--- config.mk ---
export PLATFORM = sky130hd
export DESIGN_NAME = single_sum_v
export DESIGN_NICKNAME = d
export VERILOG_FILES = /design/src/rtl/single_pkg.sv /design/src/rtl/single_add_1clk.sv /design/src/rtl/single_sum_v.sv
export SDC_FILE = /design/constraint.sdc
export NUM_CORES = 2
export LEC_CHECK = 0
export ABC_AREA = 0
export CAP_MARGIN = 25
export CORE_ASPECT_RATIO = 2
export CORE_MARGIN = 2
export CORE_UTILIZATION = 40
export CTS_BUF_LIST = sky130_fd_sc_hd__clkbuf_2
export CTS_CLUSTER_DIAMETER = 40
export DETAILED_ROUTE_END_ITERATION = 8
export PLACE_DENSITY = 0.59
export SYNTH_ARGS = -nofsm -noshare
export SYNTH_HDL_FRONTEND = slang
export SYNTH_SLANG_ARGS = --single-unit
--- constraint.sdc ---
create_clock -name clk -period 55.3 [get_ports clk]
set_input_delay 11.06 -clock clk [delete_from_list [all_inputs] [get_ports clk]]
set_output_delay 11.06 -clock clk [all_outputs]
set_load 0.005 [all_outputs]
--- src/rtl/single_pkg.sv ---
// rtl/single_pkg.sv - shared types and constants for the single-precision reduction controller
package single_pkg;

  typedef enum logic [1:0] {
    IDLE  = 2'd0,
    ISSUE = 2'd1,
    WAIT  = 2'd2,
    DONE  = 2'd3
  } state_t;

  localparam logic [31:0] FP_ZERO    = 32'h0000_0000;
  localparam logic [31:0] FP_ONE     = 32'h3F80_0000;
  localparam logic [31:0] FP_NEG_ONE = 32'hBF80_0000;

  // Element index width; a one-element vector still needs a 1-bit index.
  function automatic int idx_width(input int w);
    return (w > 1) ? $clog2(w) : 1;
  endfunction

endpackage

--- src/rtl/single_add_1clk.sv ---
// rtl/single_add_1clk.sv - single-precision adder, round-to-nearest-even, one-cycle registered result
module single_add_1clk (
  input  logic        clk,
  input  logic        rstn,
  input  logic [31:0] a,
  input  logic [31:0] b,
  input  logic        in_valid,
  output logic        out_valid,
  output logic [31:0] c
);

  logic [31:0] r_c;
  logic        r_out_valid;
  logic [31:0] w_sum;

  function automatic logic [31:0] fp_add(input logic [31:0] fa, input logic [31:0] fb);
    logic [31:0] x, y;
    logic [7:0]  ex, ey, d;
    logic [26:0] mx, my, sh, mask;
    logic [27:0] s;
    logic [8:0]  e;
    logic [24:0] rm;
    logic        sub, st, rnd, a_nan, b_nan, a_inf, b_inf;
    a_nan = (&fa[30:23]) && (|fa[22:0]);
    b_nan = (&fb[30:23]) && (|fb[22:0]);
    a_inf = (&fa[30:23]) && !(|fa[22:0]);
    b_inf = (&fb[30:23]) && !(|fb[22:0]);
    if (a_nan || b_nan || (a_inf && b_inf && (fa[31] != fb[31])))
      return 32'h7FC0_0000;
    if (a_inf) return fa;
    if (b_inf) return fb;
    if (fa[30:0] < fb[30:0]) begin
      x = fb; y = fa;
    end else begin
      x = fa; y = fb;
    end
    // Denormals use exponent 1 with no hidden bit; three extra LSBs hold guard/round/sticky.
    ex = (x[30:23] == 8'd0) ? 8'd1 : x[30:23];
    ey = (y[30:23] == 8'd0) ? 8'd1 : y[30:23];
    mx = {(x[30:23] != 8'd0), x[22:0], 3'b000};
    my = {(y[30:23] != 8'd0), y[22:0], 3'b000};
    d  = ex - ey;
    if (d >= 8'd27) begin
      sh = 27'd0;
      st = |my;
    end else begin
      mask = (27'd1 << d) - 27'd1;
      sh   = my >> d;
      st   = |(my & mask);
    end
    sh[0] = sh[0] | st;
    sub = x[31] ^ y[31];
    s   = sub ? ({1'b0, mx} - {1'b0, sh}) : ({1'b0, mx} + {1'b0, sh});
    e   = {1'b0, ex};
    if (s == 28'd0)
      return {x[31] & y[31], 31'd0};
    if (s[27]) begin
      s = {1'b0, s[27:2], s[1] | s[0]};
      e = e + 9'd1;
    end else begin
      for (int i = 0; i < 27; i++) begin
        if (!s[26] && (e > 9'd1)) begin
          s = s << 1;
          e = e - 9'd1;
        end
      end
    end
    rnd = s[2] & (s[1] | s[0] | s[3]);
    rm  = {1'b0, s[26:3]} + {24'd0, rnd};
    if (rm[24]) begin
      rm = rm >> 1;
      e  = e + 9'd1;
    end
    if (e >= 9'd255)
      return {x[31], 8'hFF, 23'd0};
    return {x[31], (rm[23] ? e[7:0] : 8'd0), rm[22:0]};
  endfunction

  assign w_sum = fp_add(a, b);

  always_ff @(posedge clk or negedge rstn) begin
    if (!rstn) begin
      r_c         <= 32'd0;
      r_out_valid <= 1'b0;
    end else begin
      r_out_valid <= in_valid;
      if (in_valid)
        r_c <= w_sum;
    end
  end

  assign c         = r_c;
  assign out_valid = r_out_valid;

endmodule

--- src/rtl/single_sum_v.sv ---
// rtl/single_sum_v.sv - strict left-to-right FP32 vector reduction over one time-shared adder
module single_sum_v
  import single_pkg::*;
#(
  parameter int WIDTH = 10
) (
  input  logic        clk,
  input  logic        rstn,
  input  logic        start,
  input  logic [31:0] vector_a [WIDTH],
  output logic        done,
  output logic        busy,
  output logic [31:0] sum
);

  localparam int IW = idx_width(WIDTH);
  localparam logic [IW-1:0] LAST = IW'(WIDTH - 1);

  state_t        r_state;
  logic          r_done;
  logic          r_busy;
  logic [31:0]   r_acc;
  logic [IW-1:0] r_idx;
  logic [31:0]   r_vec_q [WIDTH];

  logic          w_issue;
  logic          w_out_valid;
  logic [31:0]   w_c;

  assign w_issue = (r_state == ISSUE);

  single_add_1clk u_add (
    .clk       (clk),
    .rstn      (rstn),
    .a         (r_acc),
    .b         (r_vec_q[r_idx]),
    .in_valid  (w_issue),
    .out_valid (w_out_valid),
    .c         (w_c)
  );

  always_ff @(posedge clk or negedge rstn) begin
    if (!rstn) begin
      r_state <= IDLE;
      r_done  <= 1'b0;
      r_busy  <= 1'b0;
      r_acc   <= FP_ZERO;
      r_idx   <= '0;
      for (int i = 0; i < WIDTH; i++)
        r_vec_q[i] <= FP_ZERO;
    end else begin
      r_done <= 1'b0;
      case (r_state)
        IDLE: begin
          if (start) begin
            for (int i = 0; i < WIDTH; i++)
              r_vec_q[i] <= vector_a[i];
            r_acc  <= vector_a[0];
            r_idx  <= IW'(1);
            r_busy <= 1'b1;
            if (WIDTH == 1) begin
              r_state <= DONE;
              r_done  <= 1'b1;
            end else begin
              r_state <= ISSUE;
            end
          end
        end
        ISSUE: r_state <= WAIT;
        WAIT: begin
          // Results are only trusted here; a stray out_valid elsewhere never touches acc.
          if (w_out_valid) begin
            r_acc <= w_c;
            if (r_idx == LAST) begin
              r_state <= DONE;
              r_done  <= 1'b1;
            end else begin
              r_idx   <= r_idx + IW'(1);
              r_state <= ISSUE;
            end
          end
        end
        DONE: begin
          r_state <= IDLE;
          r_busy  <= 1'b0;
        end
      endcase
    end
  end

  assign done = r_done;
  assign busy = r_busy;
  assign sum  = r_acc;

endmodule

==> impl_metrics.tcl <==
set metrics [dict create \
    clock.fmax_mhz 19.40 \
    syn_area_mm2 0.04843 \
    clkLatencyLatePin_ps 1070 \
    slowest_stage "dfrtp_4" \
    async_flop_share 1.000 \
    nets 6847 \
    grt_pass1_vias 50900 \
    grt_max_degree 140 \
    rsz0062_at_grt "false" \
    dieWidth_um 250.0 \
    initial_core_util 0.4027 \
    crit_top_cell "ha_1" \
    outcome "finished, final reports clean" \
    htreeDepth 3 \
    clk_pin_slew_worst_paths_ps 180 \
    ys_ff_latch 393 \
    cts.sinks 393 \
    rows 180 \
    fin_crit_ps 51540 \
    path_class "reg2reg" \
    hold_viol_final 0 \
    yosysSeqAreaShare 0.2031 \
    cts_tree "done" \
    yosys.area.top_type "dfrtp_1" \
    grt-ovfl-total 0 \
    cp.required_ps 56290 \
    ctsLongestPathBuffers 3 \
    layout.cells.most_common_list "648 x nand2_1, 592 x nor2_1, 464 x mux2i_1" \
    drive_gt1_frac 0.1665 \
    die_y_um 496.1 \
    hp-class "reg2reg" \
    fin_crit_sh 0.9321 \
    start_kind "flip-flop" \
    cts_buffers 76 \
    cap_viol_max_count 0 \
    synth_edf_count 0 \
    drcViolationCount 0 \
    ys_top_cells_by_area "dfrtp_1 20%, mux2i_1 9.6%, mux2_2 9.2%" \
    register_area_mm2 0.009843 \
    vias 50190 \
    io_pins 357 \
    multi_input_area_mm2 0.03665 \
    portBuffers 356 \
    fillCellCount 12240 \
    skew_ps 59.84 \
    max_stage_delay_ps 710 \
    routabilityCongestion 1.087 \
    relSlewSlack 0.1460 \
    area_growth_pct 14.39 \
    synth.top_cell.area_share 0.2031 \
    dieArea_mm2 0.1240 \
    endpoint_kind "flip-flop" \
    slew_violations 0 \
    worstMarginPinSlew_ps 1270 \
    final_common_cell "nand2_1" \
    dr.pass1.iters 8 \
    grt_pass1_wl_um 312600 \
    totalWireLength_um 210100 \
    antenna_found_initial 21 \
    dp_hpwl_um 169300 \
    ant_nets 0 \
    syn_nets 6525 \
    syn_inst 6054 \
    synth_top_flop_cell "dfrtp_1" \
    syn_avg_cell_area_um2 7.999 \
    routedWlPerCell_um 26.32 \
    grt_use_total 0.3301 \
    viasPerCell 6.289 \
    synth_cell_types 155 \
    crit_fanout 42 \
    drtIter0Drc 3113 \
    core_mm2 0.1203 \
    synth_warnings 0 \
    setup_tns_ps 0 \
    setup_viol 0 \
    cts_root_buf "clkbuf_2" \
    crit_arrival_ps 52530 \
]
-- critical path: cells and delay by family, from the launching register on --
family          cells  cell delay (ps)
mux                 7             2030
compound gates     81            19100
buf+inv            36             5370
xor+xnor           11             3500
fa+ha+maj          29             7070
simple gates       62            13490
flops               1              710
-- state kept, by name (all words and copies together) (netlist names) --
register         flops
r_vec_q            320
r_idx                4
u_add.c             32
r_state              2
u_add.out_valid      1
busy                 1
done                 1
sum                 32
-- worst paths after layout --
check | startpoint | endpoint | slack [ps] | depth (start not counted)
setup / recovery | r_idx[1] | u_add.c[19] | 3760 | 226
hold / removal | r_vec_q[66] | r_vec_q[66] | 510 | 1
setup reg to reg | r_idx[1] | u_add.c[19] | 3760 | 226
hold reg to reg | r_vec_q[66] | r_vec_q[66] | 510 | 1
max in group asynchronous | rstn | r_vec_q[226] | 42030 | 5
min in group asynchronous | rstn | r_vec_q[104] | 10070 | 1
-- per-layer routing --
layer | global-route usage | wire (um) | part of all wire
met1 | 0.2790 | 64900 | 0.31
met2 | 0.6250 | 108800 | 0.52
met3 | 0.07581 | 11860 | 0.056
met4 | 0.3184 | 24420 | 0.12
met5 | 0 | 107 | 0.00051
-- synthesized netlist by cell type, types with 45 or more instances --
| library cell | n |
|---|---|
| nand2_1 | 649 |
| and3_1 | 45 |
| nor3_1 | 136 |
| nor4_1 | 53 |
| inv_1 | 183 |
| o21ai_0 | 391 |
| nand3_1 | 131 |
| o22ai_1 | 46 |
| buf_2 | 67 |
| o211ai_1 | 71 |
| xor2_1 | 58 |
| ha_1 | 146 |
| mux2i_1 | 465 |
| or3_1 | 51 |
| dfrtp_1 | 393 |
| a21oi_1 | 411 |
| nor2_1 | 598 |
| clkbuf_1 | 231 |
| nand4_1 | 70 |
| a21o_1 | 53 |
| and2_1 | 71 |
| xnor2_1 | 130 |
| mux2_2 | 394 |
| nand2b_1 | 57 |
| a211oi_1 | 80 |
| o21ai_1 | 75 |
| a31oi_1 | 67 |
-- kinds of logic (layout without fill, tap and decap cells) --
| logic type | count (synthesis) | count (layout) | share of synthesized area |
|---|---|---|---|
| AND/OR/NAND/NOR | 2052 | 2052 | 0.2022 |
| XOR/XNOR | 201 | 201 | 0.03914 |
| buffers and inverters | 549 | 921 | 0.04622 |
| AO/OA/AOI/OAI | 1785 | 1785 | 0.2568 |
| flip-flops | 393 | 393 | 0.2031 |
| multiplexers | 923 | 923 | 0.2134 |
| other | 0 | 8 | 0 |
| adder cells (fa/ha/maj) | 151 | 151 | 0.03919 |
-- per-stage QoR --
step | std cells | setup slack (ps) | utilization | cell area, um^2 | hold slack [ps]
finish | 7981 | 3757 | 0.4606 | 55400 | 512.7
global route | 7976 | 19.42 | 0.4605 | 55390 | 531.1
CTS | 7955 | 1765 | 0.4575 | 55020 | 514.4
detailed placement | 7827 | 2014 | 0.4515 | 54300 | 483.9
global placement | 7823 | 2901 | 0.4511 | 54260 | 476.2
floorplan | 6054 | 44.69 | - | 48430 | 443.1
-- repair_timing --
| action | CTS | global route |
|---|---|---|
| setup endpoints to repair | 0 | 31 |
| gates resized for setup | 0 | 27 |
| hold endpoints to repair | 0 | 0 |
| buffers inserted | 0 | 6 |
| hold buffers | 0 | 0 |
-- cell type report --
cell class	instances	area share
multi-input cells	5112	0.6616
flip-flops and latches	393	0.1777
repair buffers	602	0.09938
well taps	1547	0.03494
inverters	191	0.01301
clock buffers	105	0.009486
clock inverters	23	0.003569
diodes	8	0.0003614
Power is left out: the tool's default activity adds up to more than one toggle a clock period on the data nets, which glitch-free logic cannot reach.
